**config.mk**
```make
export PLATFORM = sky130hd
export DESIGN_NAME = display_arbiter
export DESIGN_NICKNAME = d
export VERILOG_FILES = /design/src/rtl/display_arbiter.sv
export SDC_FILE = /design/constraint.sdc
export NUM_CORES = 1
export LEC_CHECK = 0
export BUFFER_PORTS_ARGS = -buffer_cell sky130_fd_sc_hd__buf_2
export CORE_UTILIZATION = 49
export DETAILED_ROUTE_END_ITERATION = 8
export GPL_TIMING_DRIVEN = 0
export PLACE_DENSITY = 0.81
export RECOVER_POWER = 100
export SETUP_SLACK_MARGIN = 0.05
export SYNTH_ARGS = -nofsm -noshare
export SYNTH_HDL_FRONTEND = slang
export SYNTH_SLANG_ARGS = --single-unit
export TNS_END_PERCENT = 50
```
**constraint.sdc**
```tcl
create_clock -name clock -period 4.2 [get_ports clock]
set_input_delay 0.63 -clock clock [delete_from_list [all_inputs] [get_ports clock]]
set_output_delay 0.63 -clock clock [all_outputs]
set_load 0.02 [all_outputs]
```
**src/rtl/display_arbiter.sv**
```systemverilog
// Round-robin owner of the shared seven-segment display between two byte sources.
// Grants are registered, a minimum-ownership timer limits preemption, and idle shows a fixed pattern.
module display_arbiter #(
  parameter int          HOLD_CYCLES = 4,
  parameter logic [7:0]  IDLE_DATA   = 8'h00
) (
  input  logic       clock,
  input  logic       reset,
  input  logic       req0,
  input  logic [7:0] data0,
  input  logic       req1,
  input  logic [7:0] data1,
  output logic       gnt0,
  output logic       gnt1,
  output logic [7:0] Data_out,
  output logic       busy,
  output logic       changed
);

  localparam int HW = (HOLD_CYCLES > 1) ? $clog2(HOLD_CYCLES) : 1;
  localparam logic [HW-1:0] HOLD_LOAD = HW'(HOLD_CYCLES - 1);
  localparam logic [HW-1:0] HOLD_ONE  = HW'(1);

  localparam logic [1:0] IDLE = 2'd0;
  localparam logic [1:0] OWN0 = 2'd1;
  localparam logic [1:0] OWN1 = 2'd2;

  logic [1:0]    state;
  logic [1:0]    state_next;
  logic          last;
  logic          last_next;
  logic [HW-1:0] hold_cnt;
  logic [HW-1:0] hold_next;
  logic [7:0]    data_next;

  // An owner dropping its request always wins over the hold timer; preemption needs an expired timer.
  always_comb begin
    state_next = state;
    case (state)
      IDLE: begin
        if (req0 && req1)
          state_next = last ? OWN0 : OWN1;
        else if (req0)
          state_next = OWN0;
        else if (req1)
          state_next = OWN1;
        else
          state_next = IDLE;
      end
      OWN0: begin
        if (!req0)
          state_next = req1 ? OWN1 : IDLE;
        else if ((hold_cnt == '0) && req1)
          state_next = OWN1;
        else
          state_next = OWN0;
      end
      OWN1: begin
        if (!req1)
          state_next = req0 ? OWN0 : IDLE;
        else if ((hold_cnt == '0) && req0)
          state_next = OWN0;
        else
          state_next = OWN1;
      end
      default: state_next = IDLE;
    endcase
  end

  always_comb begin
    hold_next = hold_cnt;
    last_next = last;
    if (state_next == IDLE) begin
      hold_next = '0;
    end else if (state_next != state) begin
      hold_next = HOLD_LOAD;
      last_next = (state_next == OWN1);
    end else if (hold_cnt != '0) begin
      hold_next = hold_cnt - HOLD_ONE;
    end
  end

  always_comb begin
    data_next = IDLE_DATA;
    case (state_next)
      OWN0:    data_next = data0;
      OWN1:    data_next = data1;
      default: data_next = IDLE_DATA;
    endcase
  end

  // Outputs come from next-state so grant, data and the change pulse line up on the same edge.
  always_ff @(posedge clock or negedge reset) begin
    if (!reset) begin
      state    <= IDLE;
      last     <= 1'b1;
      hold_cnt <= '0;
      gnt0     <= 1'b0;
      gnt1     <= 1'b0;
      busy     <= 1'b0;
      changed  <= 1'b0;
      Data_out <= IDLE_DATA;
    end else begin
      state    <= state_next;
      last     <= last_next;
      hold_cnt <= hold_next;
      gnt0     <= (state_next == OWN0);
      gnt1     <= (state_next == OWN1);
      busy     <= (state_next != IDLE);
      changed  <= (state_next != state);
      Data_out <= data_next;
    end
  end

endmodule

```
==> results.sh, run 1 <==
export IMPL_outcome="finished clean"
export IMPL_antenna_cells_inserted=0
export IMPL_synth_top_area_frac=0.5128
export IMPL_p_leak_uw=0.0004640
export IMPL_netlist_instances=68
export IMPL_drv_max_cap_violation_count=0
export IMPL_ctsLongestPathBuffers=2
export IMPL_wl_per_cell_um=12.70
export IMPL_place_gp_congestion=0.6622
export IMPL_final_antenna_net_count=0
export IMPL_cp_max_fo=8
export IMPL_nets=129
export IMPL_synth_top_cells_by_count="sky130_fd_sc_hd__dfrtp_1, sky130_fd_sc_hd__a22oi_1, sky130_fd_sc_hd__nor2b_1, sky130_fd_sc_hd__inv_1, sky130_fd_sc_hd__ha_1"
export IMPL_first_global_vias=627
export IMPL_dr_pass1_iters=4
export IMPL_worst_endpoint_arrival_ns=2.75
export IMPL_synth_async_sr_flop_share=1.000
export IMPL_yosysWarnings=0
export IMPL_clock_pin_slew_of_the_registers_on_the_worst_case_setup_and_hold_paths_ns=0.11
export IMPL_setup_slack_after_placement_ns=1.833
export IMPL_wl_met3_um=72
export IMPL_cts_root_buf="sky130_fd_sc_hd__clkbuf_4"
export IMPL_place_port_buffers=31
export IMPL_yosys_most_used_dff="sky130_fd_sc_hd__dfrtp_1"
export IMPL_final_min_clock_period_ns=2.532
export IMPL_vdd_drop_max_mv=0.2975
export IMPL_slew_violations=0
export IMPL_cts_made_buffers=3
export IMPL_critPathKind="flop to flop"
export IMPL_gr_total_overflow=0
export IMPL_dp_final_hpwl_um=1136
export IMPL_critical_path_cell_chain="inv_1 -> ha_1 -> clkbuf_1 -> mux2_1 -> o21ai_0 -> nand3_1 -> inv_1 -> ha_1 -> clkbuf_1 -> a22oi_1 -> nor2b_1"
export IMPL_synth_area_top_cells="sky130_fd_sc_hd__dfrtp_1, sky130_fd_sc_hd__ha_1, sky130_fd_sc_hd__a22oi_1, sky130_fd_sc_hd__nor2b_1, sky130_fd_sc_hd__dfstp_2"
export IMPL_pin_count=32
export IMPL_fmaxAchievable_mhz=394.9
export IMPL_critical_path_reg2reg_startpoint="hold_cnt[0]$_DFFE_PN0P_"
export IMPL_critical_path_startpoint_type="flop"
export IMPL_area_delta_synth_final_pct=22.92
export IMPL_seq_area_frac_synth=0.5465
export IMPL_hold_path_class="input pin to async pin"
export IMPL_grt_pass1_wl_um=2725
export IMPL_yosys_register_bits=17
export IMPL_setup_worst_path_start="hold_cnt[0]$_DFFE_PN0P_"
export IMPL_postSynthAreaPerCell_um2=11.48
export IMPL_num_rows=14
export IMPL_maximum_number_of_pins_on_one_net_before_global_route_repair=18
export IMPL_detailroute_wirelength_met2_um=779
export IMPL_final_area_um2=959.7
export IMPL_top_layer="met4"
export IMPL_met1Wirelength_um=650
export IMPL_setup_tns_final_ns=0
export IMPL_yosysMostFrequentCell="sky130_fd_sc_hd__dfrtp_1"
export IMPL_power_per_cell_area_nw_per_um2=568.3
export IMPL_timing_max_slew_rel_slack=0.4244
export IMPL_synth_distinct_cells=22
export IMPL_grt_setup_unrepaired="false"
export IMPL_grtUsageTotal=0.2087
export IMPL_drtIter0Drc=11
export IMPL_placeableCoreArea_um2=1489
export IMPL_slowest_delay_ns=0.40
export IMPL_drt_drc_violations_left=0
export IMPL_synth_top_area_cell="sky130_fd_sc_hd__dfrtp_1"
export IMPL_hold_ws_ns=0.4147
export IMPL_cts_hold_buf=0
export IMPL_num_vias=635
export IMPL_layout_worst_path_cycle_share=0.6029
export IMPL_finalPower_uw=545.4
export IMPL_setup_skew_after_layout_ns=0.01100
export IMPL_drt_vias_per_instance=5.336
export IMPL_cts_htree_levels=1
export IMPL_start_util=0.5244
export IMPL_die_h_um=41.92
export IMPL_layout_setup_ws_ns=1.668
export IMPL_post_synth_edffs=0
export IMPL_detailed_place_area_um2=955.9
export IMPL_mappedNetlistArea_um2=780.7
export IMPL_post_cts_resized_instances=0
export IMPL_worst_endpoint_required_ns=4.41
export IMPL_final_hold_viol_count=0
export IMPL_setup_violations=0
export IMPL_max_stage_delay_cell_worst_path="sky130_fd_sc_hd__dfrtp_1"
export IMPL_numClockSinks=17
export IMPL_route_final_wire_length_um=1511
export IMPL_fraction_of_final_layout_cells_sized_beyond_drive_strength_1=0.2427
export IMPL_cp_end_kind="flop"
export IMPL_dieWidth_um=41.92
export IMPL_tritoncts="built"
export IMPL_worst_pin_slew_ns=0.8634
export IMPL_antenna_found_initial=0
export IMPL_clk_insertion_delay_late_ns=0.29
export IMPL_syn_num_nets=93
export IMPL_die_area_um2=1757
export IMPL_post_cts_buffers=0
[registers in the layout (all words and copies together), names as in the netlist]
name / count
Data_out: 8
hold_cnt: 2
state: 2
busy: 1
changed: 1
gnt0: 1
gnt1: 1
last: 1
[power by group]
part | total [µW] | internal (µW) | switching [µW]
sequential | 234 | 211 | 22.6
clock | 86.4 | 35.4 | 51.1
combinational | 225 | 94.0 | 131
total | 545 | 341 | 205
[area by class of cell]
class	instances	area, µm²
tap	16	20.02
clock inverter	1	5.005
sequential	17	426.7
timing repair buffer	31	138.9
buffer	3	11.26
multi-input combinational	42	312.8
inverter	6	22.52
clock buffer	3	22.52
fill	143	529.3
[critical path: cells and delay by family (launching register included)]
kind | cells | cell delay (ns)
AOI/OAI and AO/OA | 2 | 0.31
adders and majority gates | 2 | 0.30
buffers and inverters | 4 | 0.75
DFF | 1 | 0.40
muxes | 1 | 0.35
and+or+nand+nor | 2 | 0.35
[routing by layer]
| metal | track usage | vias to the layer above |
|---|---|---|
| li1 | - | 304 |
| met1 | 0.2471 | 308 |
| met2 | 0.3469 | 21 |
| met3 | 0.06522 | 2 |
| met4 | 0.09032 | 0 |
| met5 | 0 | - |
[layout by cell type, fill, tap and decap left out, drive strengths merged]
cell type   n
clkinv      1
inv         6
xor2        1
nor3b       1
a22oi       8
nand2       3
nand3       2
a31oi       1
clkbuf     19
mux2        4
nor2b       8
ha          5
a21oi       2
o211ai      1
o21ai       3
dfstp       1
dfrtp      16
nand4b      1
buf        18
nor3        2
[cell families (layout without fill, tap and decap cells)]
logic type | after synthesis | after routing | synth area share
AOI/OAI and AO/OA | 15 | 15 | 0.1266
xor gates and xnor gates | 1 | 1 | 0.01122
adders and majority gates | 5 | 5 | 0.08013
buffers and inverters | 9 | 44 | 0.04808
DFF | 17 | 17 | 0.5465
muxes | 4 | 4 | 0.06249
and+or+nand+nor | 17 | 17 | 0.1250
[path summary, 6_finish.rpt]
kind                                            to  slack, ns  cells after the start
max in group asynchronous       state[1]$_DFF_PN0_       3.25                      1
hold reg to reg            hold_cnt[0]$_DFFE_PN0P_       0.62                      2
hold / removal               Data_out[2]$_DFF_PN0_       0.41                      1
setup reg to reg             Data_out[3]$_DFF_PN0_       1.67                     11
min in group clock           Data_out[4]$_DFF_PN0_       0.60                      3
setup / recovery             Data_out[3]$_DFF_PN0_       1.67                     11
[metrics by stage]
step,util,instances
after floorplan,-,68
after global placement,0.6420,115
after detailed placement,0.6420,115
after CTS,0.6605,119
after global routing,0.6445,119
final,0.6445,119
(Power assumes the default switching activity.)
==> run 2, diff against run 1 <==
- CORE_UTILIZATION: 49 -> 41
- PLACE_DENSITY: 0.81 -> 0.72
- clock period: 4.2 -> 2.15 ns (I/O delays scaled with it)
==> run 2 against run 1 <==
Die area up 19%. Global-route usage down 3.8 points. Non-clock buffer count up 4. Wire length up 8.2%. Register-to-register slack worse by 1.5 ns. Critical path depth down 1. Clock skew down 0.0072 ns.
==> results.sh, run 2 (synthesis gave the netlist of run 1 again) <==
export IMPL_internal_power_uw=802.2
export IMPL_first_global_vias=559
export IMPL_pwr_share_clk=0.135
export IMPL_place_port_buffers=31
export IMPL_drv_max_cap_violation_count=0
export IMPL_route_final_wire_length_um=1635
export IMPL_timing_max_slew_rel_slack=0.4237
export IMPL_critical_path_startpoint_type="flop"
export IMPL_dp_final_hpwl_um=1064
export IMPL_antenna_cells_inserted=0
export IMPL_final_cell_count_no_fill=132
export IMPL_tritoncts="built"
export IMPL_worst_endpoint_required_ns=2.39
export IMPL_worst_endpoint_arrival_ns=2.20
export IMPL_fmaxAchievable_mhz=510.6
export IMPL_vdd_drop_max_mv=0.6104
export IMPL_hold_path_class="input pin to flop"
export IMPL_maximum_number_of_pins_on_one_net_before_global_route_repair=18
export IMPL_cp_end_kind="flop"
export IMPL_ctsLongestPathBuffers=2
export IMPL_hp_start="data0[7]"
export IMPL_pin_count=32
export IMPL_most_common_cell_after_layout_fill_and_taps_aside="sky130_fd_sc_hd__buf_2"
export IMPL_clock_pin_slew_of_the_registers_on_the_worst_case_setup_and_hold_paths_ns=0.10
export IMPL_detailed_place_area_um2=967.2
export IMPL_die_h_um=45.64
export IMPL_grtUsageTotal=0.1703
export IMPL_setup_worst_path_start="hold_cnt[0]$_DFFE_PN0P_"
export IMPL_antenna_found_initial=0
export IMPL_drt_vias_per_instance=4.841
export IMPL_setup_violations=0
export IMPL_layout_worst_path_cycle_share=0.9110
export IMPL_drtIter0Drc=6
export IMPL_placeableCoreArea_um2=1764
export IMPL_largest_register="Data_out"
export IMPL_hold_ws_ns=0.2834
export IMPL_p_leak_uw=0.0005087
export IMPL_critPathKind="flop to flop"
export IMPL_cts_made_buffers=3
export IMPL_die_area_um2=2083
export IMPL_cp_max_fo=6
export IMPL_cts_root_buf="sky130_fd_sc_hd__clkbuf_4"
export IMPL_drt_drc_violations_left=0
export IMPL_final_antenna_net_count=0
export IMPL_power_switching_share=0.3755
export IMPL_total_switching_power_uw=482.3
export IMPL_final_min_clock_period_ns=1.959
export IMPL_post_place_cells=124
export IMPL_nets=133
export IMPL_setup_skew_after_layout_ns=0.003818
export IMPL_final_cell_mix="sky130_fd_sc_hd__buf_2, sky130_fd_sc_hd__dfrtp_1, sky130_fd_sc_hd__clkbuf_1"
export IMPL_start_util=0.4426
export IMPL_numClockSinks=17
export IMPL_num_rows=15
export IMPL_critical_path_reg2reg_startpoint="hold_cnt[0]$_DFFE_PN0P_"
export IMPL_gr_total_overflow=0
export IMPL_dieWidth_um=45.64
export IMPL_dr_pass1_iters=5
export IMPL_final_hold_viol_count=0
export IMPL_num_vias=639
export IMPL_fraction_of_final_layout_cells_sized_beyond_drive_strength_1=0.4112
export IMPL_slew_violations=0
export IMPL_grt_setup_unrepaired="false"
export IMPL_final_area_um2=1124
export IMPL_worst_pin_slew_ns=0.8645
export IMPL_place_gp_congestion=0.6940
export IMPL_clk_insertion_delay_late_ns=0.30
export IMPL_grt_pass1_wl_um=2387
export IMPL_power_sequential_fraction=0.361
export IMPL_area_delta_synth_final_pct=43.91
export IMPL_outcome="finished clean"
export IMPL_reg_top3="Data_out (8), hold_cnt (2), state (2)"
export IMPL_wl_per_cell_um=12.39
export IMPL_cts_htree_levels=1
export IMPL_pwr_share_comb=0.504
export IMPL_power_per_cell_area_nw_per_um2=1143
export IMPL_flip_flop_count_of_the_largest_register_after_layout=8
run 2: changes by cell type in the layout (fill, tap and decap cells not counted), moves of 2 or more:
cell	change
sky130_fd_sc_hd__mux2_4	+2
sky130_fd_sc_hd__o21ai_4	+2
sky130_fd_sc_hd__buf_4	+4
sky130_fd_sc_hd__nand3_4	+2
sky130_fd_sc_hd__nand3_1	-2
sky130_fd_sc_hd__ha_4	+4
sky130_fd_sc_hd__mux2_1	-2
sky130_fd_sc_hd__inv_2	+3
sky130_fd_sc_hd__clkbuf_1	-3
sky130_fd_sc_hd__inv_1	-3
sky130_fd_sc_hd__ha_1	-4
sky130_fd_sc_hd__o21ai_0	-2
run 2: path summary, 6_finish.rpt:
kind | to | slack, ns | cells past startpoint
worst min register to register | last$_DFFE_PN1P_ | 0.64 | 1
min in group asynchronous | hold_cnt[0]$_DFFE_PN0P_ | 0.64 | 2
worst min-delay path | Data_out[7]$_DFF_PN0_ | 0.28 | 3
max in group asynchronous | Data_out[7]$_DFF_PN0_ | 0.98 | 2
worst max-delay path | last$_DFFE_PN1P_ | 0.19 | 10
worst max register to register | last$_DFFE_PN1P_ | 0.19 | 10
run 2: repair_timing:
action                                  CTS  global route
setup buffers                             2             3
resized for setup                         7            15
endpoints found under the hold margin    16             0
endpoints found under the setup margin    9             9
pin swaps                                 1             6
hold buffers                              1             0
cloned                                    0             0
run 2: per-stage QoR:
stage | worst slack [ns] | total power, µW | utilization | setup TNS [ns]
final | 0.1914 | 1285 | 0.6369 | 0
after global routing | 0.07945 | 1389 | 0.6369 | 0
after CTS | 0.02203 | 1160 | 0.5915 | 0
after detailed placement | -0.1771 | 933.9 | 0.5482 | -1.316
after global placement | -0.1074 | 923.0 | 0.5482 | -0.7171
after floorplan | 0.1039 | 803.6 | - | 0
run 2: critical path: stages (launching register included):
cell                       delay (ns)
sky130_fd_sc_hd__dfrtp_1         0.41
sky130_fd_sc_hd__inv_2           0.07
sky130_fd_sc_hd__ha_4            0.12
sky130_fd_sc_hd__buf_6           0.11
sky130_fd_sc_hd__mux2_4          0.31
sky130_fd_sc_hd__o21ai_4         0.14
sky130_fd_sc_hd__nand3_4         0.13
sky130_fd_sc_hd__ha_4            0.18
sky130_fd_sc_hd__inv_2           0.05
sky130_fd_sc_hd__o211ai_1        0.09
sky130_fd_sc_hd__mux2_2          0.28
run 2: layout make-up:
class	count	area [µm²]
Clock buffer	3	22.52
Inverter	6	22.52
Tap cell	25	31.28
Multi-Input combinational cell	42	417.9
Buffer	1	11.26
Timing Repair Buffer	37	186.4
Clock inverter	1	5.005
Fill cell	171	640.6
Sequential cell	17	426.7
run 2: per-layer routing:
metal | track usage | routed length, µm
met3 | 0.03968 | 64
met1 | 0.2071 | 661
met4 | 0.1273 | 53
met5 | 0 | 0
met2 | 0.2600 | 855
run 2: power by group through the flow:
stage	registers, µW	clock network (µW)	logic (µW)
global route	472	192	725
finish	463	174	647
global placement	460	0	463
floorplan	525	0	279
detailed placement	461	0	473
CTS	454	178	527
==> run 3, diff against run 2 <==
==> constraint.sdc (replaced) <==
create_clock -name clock -period 2.15 [get_ports clock]
set_input_delay 0.43 -clock clock [delete_from_list [all_inputs] [get_ports clock]]
set_output_delay 0.43 -clock clock [all_outputs]
set_load 0.02 [all_outputs]
==> run 3 against run 2 <==
Sequential share of layout area grew 0.34 points. Highest routed layer unchanged. Setup slack unchanged. Final cell count down 0.76%. Clock power about the same. Critical path depth unchanged. Register-to-register slack barely moved. Clock skew hardly changed. Combinational power hardly changed. Cell area decreased by 0.89%. Non-clock buffer count shrank 1. Die area is the same. Via count decreased by 0.63%. Largest cell class unchanged.
==> results.sh, run 3 (synthesis gave the netlist of run 1 again) <==
export IMPL_outcome="finished clean"
export IMPL_dieWidth_um=45.64
export IMPL_cts_made_buffers=3
export IMPL_hold_ws_ns=0.2078
export IMPL_maximum_number_of_pins_on_one_net_before_global_route_repair=18
export IMPL_clk_insertion_delay_late_ns=0.30
export IMPL_timing_max_slew_rel_slack=0.4278
export IMPL_gr_total_overflow=0
export IMPL_final_fill_count=172
export IMPL_finalPower_uw=1283
export IMPL_num_rows=15
export IMPL_sequential_cell_area_um2=426.7
export IMPL_most_common_cell_after_layout_fill_and_taps_aside="sky130_fd_sc_hd__buf_2"
export IMPL_setup_skew_after_layout_ns=0.003818
export IMPL_numClockSinks=17
export IMPL_placeableCoreArea_um2=1764
export IMPL_grtUsageTotal=0.1703
export IMPL_final_cell_mix="sky130_fd_sc_hd__buf_2, sky130_fd_sc_hd__dfrtp_1, sky130_fd_sc_hd__clkbuf_1"
export IMPL_worst_endpoint_arrival_ns=2.20
export IMPL_antenna_cells_inserted=0
export IMPL_setup_slack_after_placement_ns=-0.1771
export IMPL_hold_path_class="input pin to async pin"
export IMPL_dp_final_hpwl_um=1064
export IMPL_route_final_wire_length_um=1628
export IMPL_power_per_cell_area_nw_per_um2=1152
export IMPL_die_area_um2=2083
export IMPL_multi_input_area_um2=417.9
export IMPL_wl_per_cell_um=12.43
export IMPL_layout_worst_path_cycle_share=0.9110
export IMPL_vdd_drop_max_mv=0.6104
export IMPL_final_antenna_net_count=0
export IMPL_p_leak_uw=0.0005046
export IMPL_place_gp_congestion=0.6940
export IMPL_critPathKind="flop to flop"
export IMPL_worst_pin_slew_ns=0.8582
export IMPL_cts_root_buf="sky130_fd_sc_hd__clkbuf_4"
export IMPL_flip_flop_count_of_the_largest_register_after_layout=8
export IMPL_final_hold_viol_count=0
export IMPL_final_min_clock_period_ns=1.959
export IMPL_start_util=0.4426
export IMPL_place_port_buffers=31
export IMPL_reg_top3="Data_out (8), hold_cnt (2), state (2)"
export IMPL_worst_endpoint_required_ns=2.39
export IMPL_post_place_cells=124
export IMPL_area_delta_synth_final_pct=42.63
export IMPL_nets=132
export IMPL_pin_count=32
export IMPL_antenna_found_initial=0
export IMPL_grt_setup_unrepaired="false"
export IMPL_clock_pin_slew_of_the_registers_on_the_worst_case_setup_and_hold_paths_ns=0.10
export IMPL_final_area_um2=1114
export IMPL_slew_violations=0
export IMPL_setup_violations=0
export IMPL_die_h_um=45.64
export IMPL_layout_setup_ws_ns=0.1914
export IMPL_drt_drc_violations_left=0
export IMPL_cp_max_fo=6
export IMPL_drt_vias_per_instance=4.847
export IMPL_fmaxAchievable_mhz=510.6
export IMPL_ctsLongestPathBuffers=2
export IMPL_cp_end_kind="flop"
export IMPL_tritoncts="built"
export IMPL_drv_max_cap_violation_count=0
export IMPL_cts_htree_levels=1
export IMPL_detailed_place_area_um2=967.2
export IMPL_critical_path_startpoint_type="flop"
export IMPL_grt_pass1_wl_um=2387
export IMPL_final_cell_count_no_fill=131
export IMPL_fraction_of_final_layout_cells_sized_beyond_drive_strength_1=0.4151
export IMPL_drtIter0Drc=6
export IMPL_first_global_vias=559
export IMPL_dr_pass1_iters=5
export IMPL_largest_register="Data_out"
export IMPL_num_vias=635
-- run 3: repair_timing --
item | 4_1_cts | 5_1_grt
gates resized for setup | 7 | 15
pin swaps | 1 | 6
setup endpoints to repair | 9 | 9
hold buffers | 0 | 0
setup buffers | 2 | 3
-- run 3: power by group --
part           switching, µW  internal (µW)  total [µW]  leakage (µW)
clock                    105           69.4         174     0.0000177
sequential              50.2            413         463      0.000215
combinational            327            319         646      0.000272
-- run 3: worst paths after layout --
path                                              start                      end  slack [ns]  depth (start not counted)
worst max-delay path            hold_cnt[0]$_DFFE_PN0P_         last$_DFFE_PN1P_        0.19                         10
worst min-delay path                              reset  hold_cnt[0]$_DFFE_PN0P_        0.21                          1
min in group clock                             data0[7]    Data_out[7]$_DFF_PN0_        0.39                          3
worst max register to register  hold_cnt[0]$_DFFE_PN0P_         last$_DFFE_PN1P_        0.19                         10
worst min register to register         last$_DFFE_PN1P_         last$_DFFE_PN1P_        0.64                          1
max in group asynchronous                         reset    Data_out[7]$_DFF_PN0_        1.42                          1
-- run 3: final cells by class --
| class | instances | area share |
|---|---|---|
| multi-input cells | 42 | 0.3753 |
| clock buffers | 3 | 0.02022 |
| well taps | 25 | 0.02809 |
| repair buffers | 36 | 0.1584 |
| clock inverters | 1 | 0.004494 |
| inverters | 6 | 0.02022 |
| plain buffers | 1 | 0.01011 |
| flip-flops and latches | 17 | 0.3831 |
-- run 3: metal layers --
metal  part of all wire  GRT usage
met5                  0          0
met4              0.033     0.1273
met3              0.039    0.03968
met2               0.52     0.2600
met1               0.41     0.2071
-- run 3: per-stage QoR --
| step | utilization | setup TNS [ns] |
|---|---|---|
| floorplan | - | 0 |
| global placement | 0.5482 | -0.7171 |
| detailed placement | 0.5482 | -1.316 |
| CTS | 0.5858 | 0 |
| global route | 0.6312 | 0 |
| finish | 0.6312 | 0 |
-- run 3: worst max-delay path, cell delays in order, from the launching register on --
cell and delay, ns:
sky130_fd_sc_hd__dfrtp_1 0.41, sky130_fd_sc_hd__inv_2 0.07, sky130_fd_sc_hd__ha_4 0.12, sky130_fd_sc_hd__buf_6 0.11, sky130_fd_sc_hd__mux2_4 0.31, sky130_fd_sc_hd__o21ai_4 0.14
sky130_fd_sc_hd__nand3_4 0.13, sky130_fd_sc_hd__ha_4 0.18, sky130_fd_sc_hd__inv_2 0.05, sky130_fd_sc_hd__o211ai_1 0.09, sky130_fd_sc_hd__mux2_2 0.28
